$ cat src/rtl/key_command_scheduler_if.sv
// Command handshake bundle between the key scheduler (master) and the game FSM (slave).
interface key_command_scheduler_if #(
   parameter int unsigned FIFO_DEPTH = 4
);
   localparam int unsigned CntW = $clog2(FIFO_DEPTH) + 1;

   logic            cmd_valid;
   logic [2:0]      cmd_code;
   logic            cmd_ready;
   logic [CntW-1:0] fifo_count;
   logic            dropped;

   modport master (
      output cmd_valid,
      output cmd_code,
      output fifo_count,
      output dropped,
      input  cmd_ready
   );

   modport slave (
      input  cmd_valid,
      input  cmd_code,
      input  fifo_count,
      input  dropped,
      output cmd_ready
   );
endinterface

$ cat src/rtl/key_command_scheduler.sv
// Turns held key levels into prioritised one-shot game commands with direction auto-repeat,
// queued in a show-ahead FIFO; restart/quit flush queued moves.
module key_command_scheduler #(
   parameter int unsigned FIFO_DEPTH   = 4,
   parameter int unsigned REPEAT_DELAY = 25000000,
   parameter int unsigned REPEAT_RATE  = 6250000
) (
   input  logic CLOCK_50,
   input  logic reset,
   input  logic up,
   input  logic down,
   input  logic left,
   input  logic right,
   input  logic space,
   input  logic restart,
   input  logic quit,
   input  logic select,
   key_command_scheduler_if.master cmd
);
   localparam int unsigned AW     = $clog2(FIFO_DEPTH);
   localparam int unsigned CW     = AW + 1;
   localparam int unsigned RptMax = (REPEAT_DELAY > REPEAT_RATE) ? REPEAT_DELAY : REPEAT_RATE;
   localparam int unsigned RW     = $clog2(RptMax);

   localparam logic [RW-1:0] DelayLoad = RW'(REPEAT_DELAY - 1);
   localparam logic [RW-1:0] RateLoad  = RW'(REPEAT_RATE - 1);

   localparam logic [2:0] CodeUp      = 3'd0;
   localparam logic [2:0] CodeDown    = 3'd1;
   localparam logic [2:0] CodeLeft    = 3'd2;
   localparam logic [2:0] CodeRight   = 3'd3;
   localparam logic [2:0] CodeSpace   = 3'd4;
   localparam logic [2:0] CodeRestart = 3'd5;
   localparam logic [2:0] CodeSelect  = 3'd6;
   localparam logic [2:0] CodeQuit    = 3'd7;

   // Bits for codes 0-4 and 6: the moves a flush discards.
   localparam logic [7:0] FlushMask = 8'h5F;

   logic [7:0]    keys;
   logic [7:0]    prev_q;
   logic [7:0]    pending_q, pending_d;
   logic          dropped_q;
   logic [2:0]    mem_q [FIFO_DEPTH];
   logic [AW-1:0] rd_q, wr_q;
   logic [CW-1:0] count_q;
   logic          act_q, act_d;
   logic [1:0]    dir_q, dir_d;
   logic [RW-1:0] rpt_q, rpt_d;

   logic [7:0] rise, ev, clr;
   logic [3:0] rpt_ev;
   logic       top_valid, is_flush, full, pop, grant, push, flush, merged;
   logic [2:0] top_code;

   assign keys = {quit, select, restart, space, right, left, down, up};
   assign rise = keys & ~prev_q;

   // Typematic repeat for the most recently pressed direction only.
   always_comb begin
      rpt_ev = '0;
      act_d  = act_q;
      dir_d  = dir_q;
      rpt_d  = rpt_q;
      if (|rise[3:0]) begin
         act_d = 1'b1;
         rpt_d = DelayLoad;
         for (int i = 0; i < 4; i++) begin
            if (rise[i]) dir_d = i[1:0];
         end
      end else if (act_q) begin
         if (!keys[dir_q]) begin
            act_d = 1'b0;
         end else if (rpt_q == '0) begin
            rpt_ev[dir_q] = 1'b1;
            rpt_d         = RateLoad;
         end else begin
            rpt_d = rpt_q - 1'b1;
         end
      end
   end

   assign ev = rise | {4'b0000, rpt_ev};

   always_comb begin
      top_valid = 1'b1;
      if      (pending_q[CodeQuit])    top_code = CodeQuit;
      else if (pending_q[CodeRestart]) top_code = CodeRestart;
      else if (pending_q[CodeSelect])  top_code = CodeSelect;
      else if (pending_q[CodeSpace])   top_code = CodeSpace;
      else if (pending_q[CodeUp])      top_code = CodeUp;
      else if (pending_q[CodeDown])    top_code = CodeDown;
      else if (pending_q[CodeLeft])    top_code = CodeLeft;
      else if (pending_q[CodeRight])   top_code = CodeRight;
      else begin
         top_valid = 1'b0;
         top_code  = CodeUp;
      end
   end

   assign pop      = cmd.cmd_valid && cmd.cmd_ready;
   assign full     = (count_q == CW'(FIFO_DEPTH));
   assign is_flush = (top_code == CodeRestart) || (top_code == CodeQuit);
   assign grant    = top_valid && (is_flush || !full || pop);
   assign push     = grant && !is_flush;
   assign flush    = grant && is_flush;

   always_comb begin
      clr = '0;
      if (grant) clr[top_code] = 1'b1;
      if (flush) clr = clr | FlushMask;
   end

   // A new event re-arms a bit that is being cleared this edge.
   assign pending_d = (pending_q & ~clr) | ev;
   assign merged    = |(ev & pending_q & ~clr);

   always_ff @(posedge CLOCK_50) begin
      if (reset) begin
         prev_q    <= '0;
         pending_q <= '0;
         dropped_q <= 1'b0;
         act_q     <= 1'b0;
         dir_q     <= '0;
         rpt_q     <= '0;
      end else begin
         prev_q    <= keys;
         pending_q <= pending_d;
         dropped_q <= dropped_q | merged;
         act_q     <= act_d;
         dir_q     <= dir_d;
         rpt_q     <= rpt_d;
      end
   end

   always_ff @(posedge CLOCK_50) begin
      if (reset) begin
         rd_q    <= '0;
         wr_q    <= '0;
         count_q <= '0;
         for (int i = 0; i < FIFO_DEPTH; i++) mem_q[i] <= '0;
      end else if (flush) begin
         mem_q[0] <= top_code;
         rd_q     <= '0;
         wr_q     <= AW'(1);
         count_q  <= CW'(1);
      end else begin
         if (push) begin
            mem_q[wr_q] <= top_code;
            wr_q        <= wr_q + 1'b1;
         end
         if (pop) rd_q <= rd_q + 1'b1;
         count_q <= count_q + CW'(push) - CW'(pop);
      end
   end

   assign cmd.cmd_valid  = (count_q != '0);
   assign cmd.cmd_code   = cmd.cmd_valid ? mem_q[rd_q] : 3'd0;
   assign cmd.fifo_count = count_q;
   assign cmd.dropped    = dropped_q;

endmodule
$ cat src/flat_wrapper.sv
// flat-port wrapper written by rule: the top's interface ports become plain ports
module key_command_scheduler_flat 
#(
   parameter int unsigned FIFO_DEPTH   = 4,
   parameter int unsigned REPEAT_DELAY = 25000000,
   parameter int unsigned REPEAT_RATE  = 6250000
)
  (CLOCK_50, reset, up, down, left, right, space, restart, quit, select, cmd_cmd_valid, cmd_cmd_code, cmd_fifo_count, cmd_dropped, cmd_cmd_ready);
  key_command_scheduler_if #(.FIFO_DEPTH(FIFO_DEPTH)) cmd_i ();
  input  logic CLOCK_50;
  input  logic reset;
  input  logic up;
  input  logic down;
  input  logic left;
  input  logic right;
  input  logic space;
  input  logic restart;
  input  logic quit;
  input  logic select;
  output wire logic [$bits(cmd_i.cmd_valid)-1:0] cmd_cmd_valid;
  output wire logic [$bits(cmd_i.cmd_code)-1:0] cmd_cmd_code;
  output wire logic [$bits(cmd_i.fifo_count)-1:0] cmd_fifo_count;
  output wire logic [$bits(cmd_i.dropped)-1:0] cmd_dropped;
  input wire logic [$bits(cmd_i.cmd_ready)-1:0] cmd_cmd_ready;
  assign cmd_cmd_valid = cmd_i.cmd_valid;
  assign cmd_cmd_code = cmd_i.cmd_code;
  assign cmd_fifo_count = cmd_i.fifo_count;
  assign cmd_dropped = cmd_i.dropped;
  assign cmd_i.cmd_ready = cmd_cmd_ready;
  key_command_scheduler #(.FIFO_DEPTH(FIFO_DEPTH), .REPEAT_DELAY(REPEAT_DELAY), .REPEAT_RATE(REPEAT_RATE)) u_core (.CLOCK_50(CLOCK_50), .reset(reset), .up(up), .down(down), .left(left), .right(right), .space(space), .restart(restart), .quit(quit), .select(select), .cmd(cmd_i));
endmodule
$ cat config.mk
export PLATFORM = sky130hd
export DESIGN_NAME = key_command_scheduler_flat
export DESIGN_NICKNAME = d
export VERILOG_FILES = /design/src/rtl/key_command_scheduler_if.sv /design/src/rtl/key_command_scheduler.sv /design/src/flat_wrapper.sv
export SDC_FILE = /design/constraint.sdc
export NUM_CORES = 1
export LEC_CHECK = 0
export CORE_MARGIN = 2
export CORE_UTILIZATION = 55
export DETAILED_ROUTE_END_ITERATION = 7
export PLACE_DENSITY_LB_ADDON = 0.08
export REMOVE_ABC_BUFFERS = 1
export SYNTH_ARGS = -nofsm -noshare
export SYNTH_HDL_FRONTEND = slang
export SYNTH_SLANG_ARGS = --single-unit
$ cat constraint.sdc
create_clock -name CLOCK_50 -period 2.9 [get_ports CLOCK_50]
set_input_delay 0.87 -clock CLOCK_50 [delete_from_list [all_inputs] [get_ports CLOCK_50]]
set_output_delay 0.87 -clock CLOCK_50 [all_outputs]
set_load 0.01 [all_outputs]
### After elaboration in Yosys (flattened, before gate mapping)

Memories as Yosys holds them, arrays and structs flattened. A register that Yosys moved wholly into a read port is not among the register bits.
Index checks and enable logic that the tools add are counted.

| word-level totals | value |
|---|---|
| register bits after elaboration | 52 |
| logic and storage cells | 119 |
| memories kept | 1 |
| RAM bits | 12 |

| operators by class | value |
|---|---|
| bitwise gates (word level) | 10 |
| reductions and logical operators | 25 |
| eq/ne operators | 3 |
| muxes and demuxes | 58 |
| add/subtract/negate cells | 5 |
| order comparisons | 5 |

Memories:

| name | words | width | read ports | clocked after Yosys merged registers in | write ports | RTL line | RTL |
|---|---|---|---|---|---|---|---|
| u_core.mem_q | 4 | 3 | 1 | 1 | 4 | key_command_scheduler.sv:44 | `logic [2:0] mem_q [FIFO_DEPTH];` |

Operators by type and width:

| cell | count |
|---|---|
| two-way mux 25 bit | 4 |
| bitwise AND 8 bit | 4 |
| two-way mux 3 bit | 10 |
| two-way mux 1 bit | 27 |
| logical NOT 25 bit | 1 |
| subtractor 25 x 1 -> 25 bit (second input constant) | 1 |
| two-way mux 2 bit | 8 |
| two-way mux 4 bit | 4 |
| NOT 8 bit | 2 |
| == test 3 bit (second input constant) | 3 |
| two-way mux 8 bit | 1 |
| OR 8 x 4 -> 8 bit | 1 |
| OR 8 bit | 1 |
| OR reduction 8 bit | 1 |
| two-way mux 7 bit | 1 |
| logical AND 1 bit | 6 |
| AND reduction 2 bit | 3 |
| nonzero test 2 bit | 3 |
| OR reduction 5 bit | 1 |
| adder 2 x 1 -> 2 bit (second input constant) | 2 |
| < comparator 2 x 4 -> 1 bit (second input constant) | 1 |
| < comparator 3 x 4 -> 1 bit (second input constant) | 1 |
| nonzero test 4 bit | 1 |
| OR reduction 4 bit | 1 |
| other kinds (14) | 18 |

### Logic depth before layout (Yosys ltp)

Gate-level depths: netlist of run 1.

| depth | value |
|---|---|
| word-level depth | 20 |
| gate-level depth with buffers | 10 |
| mapped depth without buffers | 10 |

### Worst setup path before layout of run 1

No wires, ideal clock.

| timing path | value |
|---|---|
| kind | input-to-reg |
| from | in cmd_cmd_ready |
| to | reg u_core.count_q[2] (netlist: u_core.cmd.fifo_count[2]) |
| cell stages on the path | 9 |
| arrival time | 2376 ps |
| path slack | 403 ps |
| data required time | 2779 ps |
| path through | nor4b_2 -> nand2b_1 -> a31oi_1 -> ha_1 -> inv_1 -> fa_1 -> xor2_1 -> xnor2_1 -> nor2_1 |

| between the ends | value |
|---|---|
| word-level cells in the longest chain between the ends | 6 |
| elaborated cells between the ends (all ways) | 8 |

Ends and longest elaborated chain:

| item | RTL line | RTL |
|---|---|---|
| from (decl) | flat_wrapper.sv:24 | `input wire logic [$bits(cmd_i.cmd_ready)-1:0] cmd_cmd_ready;` |
| logical AND 1 bit | key_command_scheduler.sv:101 | `assign pop = cmd.cmd_valid && cmd.cmd_ready;` |
| logical OR 1 bit | key_command_scheduler.sv:104 | `assign grant = top_valid && (is_flush \|\| !full \|\| pop);` |
| logical AND 1 bit | key_command_scheduler.sv:104 |  |
| logical AND 1 bit | key_command_scheduler.sv:105 | `assign push = grant && !is_flush;` |
| net u_core.push | key_command_scheduler.sv:53 | `logic top_valid, is_flush, full, pop, grant, push, flush, merged;` |
| adder 3 x 1 -> 3 bit | key_command_scheduler.sv:153 | `count_q <= count_q + CW'(push) - CW'(pop);` |
| subtractor 3 x 1 -> 3 bit | key_command_scheduler.sv:153 |  |
| to (signal assigned) | key_command_scheduler.sv:153 |  |
| to (decl) | key_command_scheduler.sv:46 | `logic [CW-1:0] count_q;` |

The timed path passes the listed nets, and every way through them passes these cells.
A chain may end at the register's enable or synchronous reset.

==> results of run 1 <==
[cell type report]
type | instances | area (µm²) | area share (%)
inverters | 9 | 33.8 | 0.895
clock inverters | 1 | 5.00 | 0.133
clock buffers | 15 | 196 | 5.20
well taps | 72 | 90.1 | 2.39
repair buffers | 37 | 323 | 8.55
flip-flops and latches | 66 | 1440 | 38.2
multi-input cells | 264 | 1690 | 44.7
[layer usage]
metal	track usage, %	up-vias	wire length [µm]
li1	-	1335	-
met1	31.0	1263	3200
met3	7.08	10	282
met5	0	-	0
met4	8.47	0	125
met2	40.3	56	3380
[flip-flops by register name, summed over array words and instances, names as in the netlist, 2 cells and up, named ones only]
| signal | cells |
|---|---|
| u_core.wr_q | 2 |
| u_core.dir_q | 2 |
| u_core.cmd.fifo_count | 3 |
| u_core.rd_q | 2 |
| u_core.mem_q | 12 |
| u_core.prev_q | 8 |
| u_core.rpt_q | 25 |
| u_core.pending_q | 8 |
[worst max-delay path: stages, from the launching register on]
cell	delay, ns
sky130_fd_sc_hd__dfxtp_1	0.42
sky130_fd_sc_hd__mux4_2	0.52
sky130_fd_sc_hd__and2_1	0.17
sky130_fd_sc_hd__clkdlybuf4s50_1	0.47
[through the flow]
step | power [mW] | hold WS [ns] | util, % | area [µm²] | instances
finish | 2.40 | 0.381 | 67.7 | 3780 | 464
floorplan | 1.44 | 0.367 | - | 3160 | 339
CTS | 2.43 | 0.385 | 67.7 | 3780 | 464
global placement | 1.65 | 0.371 | 64.1 | 3570 | 448
detailed placement | 1.67 | 0.376 | 64.1 | 3570 | 448
global route | 2.54 | 0.391 | 67.7 | 3780 | 464
[kinds of logic (layout without fill, tap and decap cells)]
group / after synthesis / after routing / share of synthesized area [%]
AND/OR/NAND/NOR: 157 / 157 / 27.2
AO/OA/AOI/OAI: 81 / 81 / 15.6
flip-flops: 66 / 66 / 44.8
buffers and inverters: 21 / 62 / 2.72
XOR/XNOR: 17 / 17 / 4.63
adder cells (fa/ha/maj): 5 / 5 / 2.18
multiplexers: 4 / 4 / 2.80
[synthesized netlist by cell type, types with 4 or more instances]
cell,count
sky130_fd_sc_hd__clkbuf_1,10
sky130_fd_sc_hd__or3_1,7
sky130_fd_sc_hd__and2_1,7
sky130_fd_sc_hd__a31oi_1,9
sky130_fd_sc_hd__nor3_1,8
sky130_fd_sc_hd__nor2b_1,12
sky130_fd_sc_hd__a21oi_1,33
sky130_fd_sc_hd__edfxtp_1,12
sky130_fd_sc_hd__or4_1,5
sky130_fd_sc_hd__nand2_1,24
sky130_fd_sc_hd__nor2_1,47
sky130_fd_sc_hd__o21ai_0,14
sky130_fd_sc_hd__nand2b_1,11
sky130_fd_sc_hd__dfxtp_1,54
sky130_fd_sc_hd__ha_1,4
sky130_fd_sc_hd__mux4_2,4
sky130_fd_sc_hd__nand3_1,11
sky130_fd_sc_hd__xor2_1,10
sky130_fd_sc_hd__nand4_1,4
sky130_fd_sc_hd__a311oi_1,4
sky130_fd_sc_hd__inv_1,9
sky130_fd_sc_hd__xnor2_1,7
[worst max path at each step]
stage                  startpoint                                   to  slack (ns)  cells after the start
global route             register                      cmd_cmd_code[1]        0.01                      3
floorplan           cmd_cmd_ready  u_core.cmd.fifo_count[2]$_SDFF_PP0_        0.41                      9
CTS                      register                      cmd_cmd_code[1]        0.07                      3
detailed placement  cmd_cmd_ready  u_core.cmd.fifo_count[2]$_SDFF_PP0_        0.02                     10
finish                   register                      cmd_cmd_code[1]        0.11                      3
global placement    cmd_cmd_ready  u_core.cmd.fifo_count[2]$_SDFF_PP0_        0.12                     10
[power by group]
part | leakage [nW] | switching, mW | internal, mW
clock network | 0.106 | 0.324 | 0.426
logic | 0.730 | 0.265 | 0.273
registers | 0.573 | 0.0861 | 1.03
total | 1.41 | 0.675 | 1.73
==> impl_summary.txt, run 1 <==
----------------------------------------------------
[Clock tree]
  Cell at the root of the clock tree ... sky130_fd_sc_hd__clkbuf_8
  CTS Buf Count ... 9
  Insertion delay to the later sink of the worst-skew pair ... 0.35 ns
  Number of instances resized during post-cts repair ... 0
  Clock tree from TritonCTS ... yes
  Level count of the clock H-tree ... 3
  Quantity of hold-fixing buffers added after cts ... 0
  Clock-pin slew on the worst setup and hold paths ... 0.07 ns
  Clock sink count ... 66
  Number of buffers on the longest clock path ... 2
  Buffer count from post-CTS setup fixing ... 0

[Worst setup path]
  Highest net fanout along the worst path ... 3
  Worst EP required ... 2.03 ns
  Critical path capture point type ... output port
  Startpoint of the lowest-slack register-to-register path ... u_core.rpt_q[0]$_SDFFE_PP0P_
  Data arrival at the endpoint of the critical path ... 1.92 ns
  Sort of element at the start of the critical path ... register
  Endpoint of the lowest-slack register-to-register path ... u_core.rpt_q[9]$_SDFFE_PP0P_
  Cell depth of the worst flop-to-flop path ... 9
  Crit path kind ... reg2out
  Register-to-register path setup slack ... ~0.44 ns

[Timing]
  Count of final max-slew check failures ... 0
  Share of the clock period used by the worst path after layout ... between 90% and 100%
  RSZ-0062 raised after global routing ... false
  Final worst path period need ... between 2 and 3 ns
  Fin worst setup slack ... 0.108 ns
  Final hold violation count ... 0
  Worst-case clock skew ... slightly above 0.01 ns
  Highest clock frequency the design can meet ... 358 MHz
  Final setup fails ... 0
  Setup TNS after final layout ... 0 ns
  Max-slew headroom at the worst pin ... 56.6%
  Slew at the pin with the worst max-slew slack ... 0.648 ns

[Finish]
  Commonest cells after routing, fill and taps aside ... sky130_fd_sc_hd__dfxtp_1, sky130_fd_sc_hd__nor2_1, sky130_fd_sc_hd__a21oi_1
  P&R area growth vs syn ... 17.4%
  Layout Nets ... 403
  Filler cell count in the final layout ... roughly 500
  Count of antenna diodes in the layout ... 0
  Commonest non-fill, non-tap cell in the layout ... sky130_fd_sc_hd__dfxtp_1
  Ratio of cells with drive above 1 in the final layout ... 13.3%

[Placement]
  Final HPWL from detailed placement ... between 5 and 6 mm
  Final RePlAce weighted congestion ... 0.836
  IO buf count ... 18
  Worst-case setup slack after placement ... 0.0245 ns

[Power and ir drop]
  Pwr dens ... 636 mW/mm²
  Largest vdd supply drop ... 574 µV
  Standby leakage power ... 1.41 nW

[Die]
  Total die area ... approximately 0.0065 mm²
  DIE WIDTH ... ~80 µm
  Total number of placement rows ... 27
  Floorplan core area ... 0.00557 mm²
  Initial cell density of the core ... 57.7%
  I/O Pins ... 19
  Die H ... 80.5 µm

[Drt]
  Post-detailed-route count of antenna-violating nets ... 0
  Average detailed-routed wire length per instance ... roughly 15 µm
  Routed wire length ... between 6 and 7 mm
  Via total after detailed routing ... around 2700
  1st-pass router iterations ... 5
  Vias per std cell ... 5.74
  Initial drt markers ... 101
  Post-detailed-route DRC marker count ... 0

[Synthesis]
  Flip-flop and latch count after synthesis ... 66
  Synth Cell Area ... 0.00322 mm²
  Count of cell types in the netlist ... 55
  Most frequently used flop master after synthesis ... sky130_fd_sc_hd__dfxtp_1
  Top-area cell type share of the netlist area ... 33.6%
  Post-synthesis area per instance ... 9.16 µm²
  Proportion of synthesized flip-flops having asynchronous set or reset ... 0%
  YS warnings ... 0
  Area leader, netlist ... sky130_fd_sc_hd__dfxtp_1
  Syn Inst Count ... 351
  Part of the Yosys area used for sequential elements ... 44.8%
  Dominant cells by area after synthesis ... sky130_fd_sc_hd__dfxtp_1, sky130_fd_sc_hd__edfxtp_1, sky130_fd_sc_hd__nor2_1
  Post-synth EDFFs ... 12

[Worst hold path]
  Cell depth of the worst hold path ... 1
  Min-delay worst type ... reg2reg
  WHS Endpoint ... u_core.pending_q[7]$_SDFF_PP0_
  Launch point of the worst hold path ... u_core.prev_q[7]$_SDFF_PP0_

[GRT]
  First-pass GRT wire length ... 12.1 mm
  Gr usage total ... between 20% and 30%
  Antenna violations before repair ... 0
  Pin count of the biggest net entering global routing ... 24
  Aggregate global routing overflow ... 0
  Via count of the first global-routing pass ... 2585

[Job]
  Number of maximum-capacitance violations ... 0

[Outcome]
  Outcome ... complete, no violations

----------------------------------------------------
No activity file was read; power rests on OpenSTA's default activity.
==> run 2: changes to the inputs <==
==> constraint.sdc (replaced) <==
create_clock -name CLOCK_50 -period 2.9 [get_ports CLOCK_50]
set_input_delay 0.58 -clock CLOCK_50 [delete_from_list [all_inputs] [get_ports CLOCK_50]]
set_output_delay 0.58 -clock CLOCK_50 [all_outputs]
set_load 0.01 [all_outputs]
==> run 2 against run 1 <==
  * Total power down 2.7%
  * Critical path depth unchanged
  * Clock-buffer cell count down 2
  * Clock skew down 0.0025 ns
  * Critical endpoint is now cmd_cmd_code[2]
  * Via count down 1.3%
  * Register-to-register slack about the same
  * Global-route usage down 1.3 points
  * Wire length down 5.3%
  * Die area unchanged
==> impl_summary.txt, run 2 (synthesized netlist as in run 1, its figures left out) <==
----------------------------------------------------
[Finish]
  Register with the most flip-flops ... u_core.rpt_q
  Layout Nets ... 396
  Sequential cell area ... approximately 0.0014 mm²
  Summed area of non-filler cells in the final layout ... 0.00372 mm²
  Registers with the most flip-flops ... u_core.rpt_q: 25 flops, u_core.mem_q: 12 flops
  Post-Layout Cell Count ... approximately 460
  Ratio of cells with drive above 1 in the final layout ... 11.5%
  Final core occ ... 66.7%
  Commonest non-fill, non-tap cell in the layout ... sky130_fd_sc_hd__dfxtp_1
  Count of antenna diodes in the layout ... 0
  P&R area growth vs syn ... 15.6%
  Commonest cells after routing, fill and taps aside ... sky130_fd_sc_hd__dfxtp_1, sky130_fd_sc_hd__nor2_1, sky130_fd_sc_hd__a21oi_1
  Flip-flop count of the largest register, all copies and words added ... 25
  Area taken by multi-input logic gates ... 0.00169 mm²
  Filler cell count in the final layout ... about 480

[Timing]
  Share of the clock period used by the worst path after layout ... between 80% and 90%
  Setup TNS after final layout ... 0 ns
  Worst-case clock skew ... 0.00781 ns
  Final hold violation count ... 0
  Highest clock frequency the design can meet ... 396 MHz
  Final worst path period need ... 2.52 ns
  Slew at the pin with the worst max-slew slack ... around 0.62 ns
  Final setup fails ... 0
  Max-slew headroom at the worst pin ... 58.4%
  Count of final max-slew check failures ... 0
  RSZ-0062 raised after global routing ... false
  Fin worst setup slack ... approximately 0.38 ns

[Placement]
  Final HPWL from detailed placement ... 4.80 mm
  IO buf count ... 18
  Instance area after placement ... ~0.0035 mm²
  Number of placed instances, taps included ... 441
  Worst-case setup slack after placement ... about 0.26 ns
  Final RePlAce weighted congestion ... roughly 0.9

[Die]
  DIE WIDTH ... a little over 80 µm
  Floorplan core area ... 0.00557 mm²
  Initial cell density of the core ... 57.7%
  I/O Pins ... 19
  Die H ... 80.5 µm
  Total die area ... 0.00647 mm²
  Total number of placement rows ... 27

[Worst hold path]
  Min-delay worst type ... reg2reg
  Cell depth of the worst hold path ... 1

[Worst setup path]
  Sequence of cells on the critical path ... mux4_2, and2_1, clkdlybuf4s50_1
  Critical path capture point type ... output port
  Worst EP required ... ~2.3 ns
  Sort of element at the start of the critical path ... register
  Data arrival at the endpoint of the critical path ... between 1.5 and 2 ns
  Highest-delay cell along the critical path ... sky130_fd_sc_hd__mux4_2
  Highest net fanout along the worst path ... 3
  Maximum cell stage delay along the critical path ... 0.53 ns
  Crit path kind ... reg2out
  Cell depth of the worst flop-to-flop path ... 8

[Clock tree]
  Level count of the clock H-tree ... 3
  Clock-pin slew on the worst setup and hold paths ... 0.07 ns
  Number of instances resized during post-cts repair ... 0
  Cell at the root of the clock tree ... sky130_fd_sc_hd__clkbuf_8
  Buffer count from post-CTS setup fixing ... 0
  CTS Buf Count ... 9
  Insertion delay to the later sink of the worst-skew pair ... between 0.3 and 0.4 ns
  Number of buffers on the longest clock path ... 2
  Quantity of hold-fixing buffers added after cts ... 0
  Clock tree from TritonCTS ... yes
  Clock sink count ... 66

[Drt]
  Post-detailed-route count of antenna-violating nets ... 0
  Via total after detailed routing ... 2629
  1st-pass router iterations ... 7
  Average detailed-routed wire length per instance ... 14.5 µm
  Post-detailed-route DRC marker count ... 0
  Vias per std cell ... between 5 and 6
  Initial drt markers ... 229
  Routed wire length ... 6.62 mm

[Power and ir drop]
  Part of the total power dissipated in the clock network ... 29.9%
  Standby leakage power ... 1.36 nW
  Cell internal pwr ... 1.67 mW
  Pwr dens ... 629 mW/mm²
  Share of total power in sequential cells ... 47.6%
  Sw Share ... 28.7%
  Psw ... ~0.67 mW
  Largest vdd supply drop ... 539 µV
  Part of the power in combinational logic ... 22.5%

[GRT]
  Pin count of the biggest net entering global routing ... 46
  Aggregate global routing overflow ... 0
  First-pass GRT wire length ... 11.5 mm
  Antenna violations before repair ... 0
  Via count of the first global-routing pass ... 2462
  Gr usage total ... 23.3%

[Outcome]
  Outcome ... complete, no violations

[Job]
  Number of maximum-capacitance violations ... 0

----------------------------------------------------
## run 2: cell count changes in the layout (fill, tap and decap cells not counted), sizes merged
cell	previous run	this run
buf	19	12
clkbuf	15	13
clkinvlp	0	1
## run 2: cell type report
type,instances,share of cell area (%)
Sequential cell,66,38.8
Inverter,9,0.909
Multi-Input combinational cell,264,45.4
Clock inverter,2,0.337
Clock buffer,13,4.55
Tap cell,72,2.42
Timing Repair Buffer,30,7.61
## run 2: through the flow
stage / hold slack, ns / total power [mW]
2_1_floorplan: 0.367 / 1.44
6_report: 0.382 / 2.34
3_3_place_gp: 0.371 / 1.64
5_1_grt: 0.392 / 2.48
3_5_place_dp: 0.378 / 1.66
4_1_cts: 0.387 / 2.36
## run 2: worst max-delay path, delay by kind of cell, from the launching register on
family / cells / cell delay, ns
DFF: 1 / 0.43
muxes: 1 / 0.53
and+or+nand+nor: 1 / 0.17
buffers and inverters: 1 / 0.47
## run 2: path summary, 6_finish.rpt
kind                                startpoint                             end  slack [ns]
setup / recovery                      register                 cmd_cmd_code[2]        0.38
hold / removal     u_core.prev_q[7]$_SDFF_PP0_  u_core.pending_q[7]$_SDFF_PP0_        0.38
setup reg to reg  u_core.rpt_q[0]$_SDFFE_PP0P_   u_core.cmd.dropped$_SDFF_PP0_        0.43
hold reg to reg    u_core.prev_q[7]$_SDFF_PP0_  u_core.pending_q[7]$_SDFF_PP0_        0.38
## run 2: power groups by stage
stage	clock, mW	sequential, mW	combinational [mW]
2_1_floorplan	0	1.12	0.323
3_3_place_gp	0	1.13	0.511
3_5_place_dp	0	1.13	0.527
4_1_cts	0.713	1.11	0.530
5_1_grt	0.754	1.13	0.595
6_report	0.700	1.11	0.525
## run 2: layer usage
metal	track usage, %	part of all wire [%]	vias to the layer above
met1	32.0	47	1223
met3	6.07	5.5	5
met4	7.97	1.1	0
met2	35.7	46	71
li1	-	-	1330
met5	0	0	-
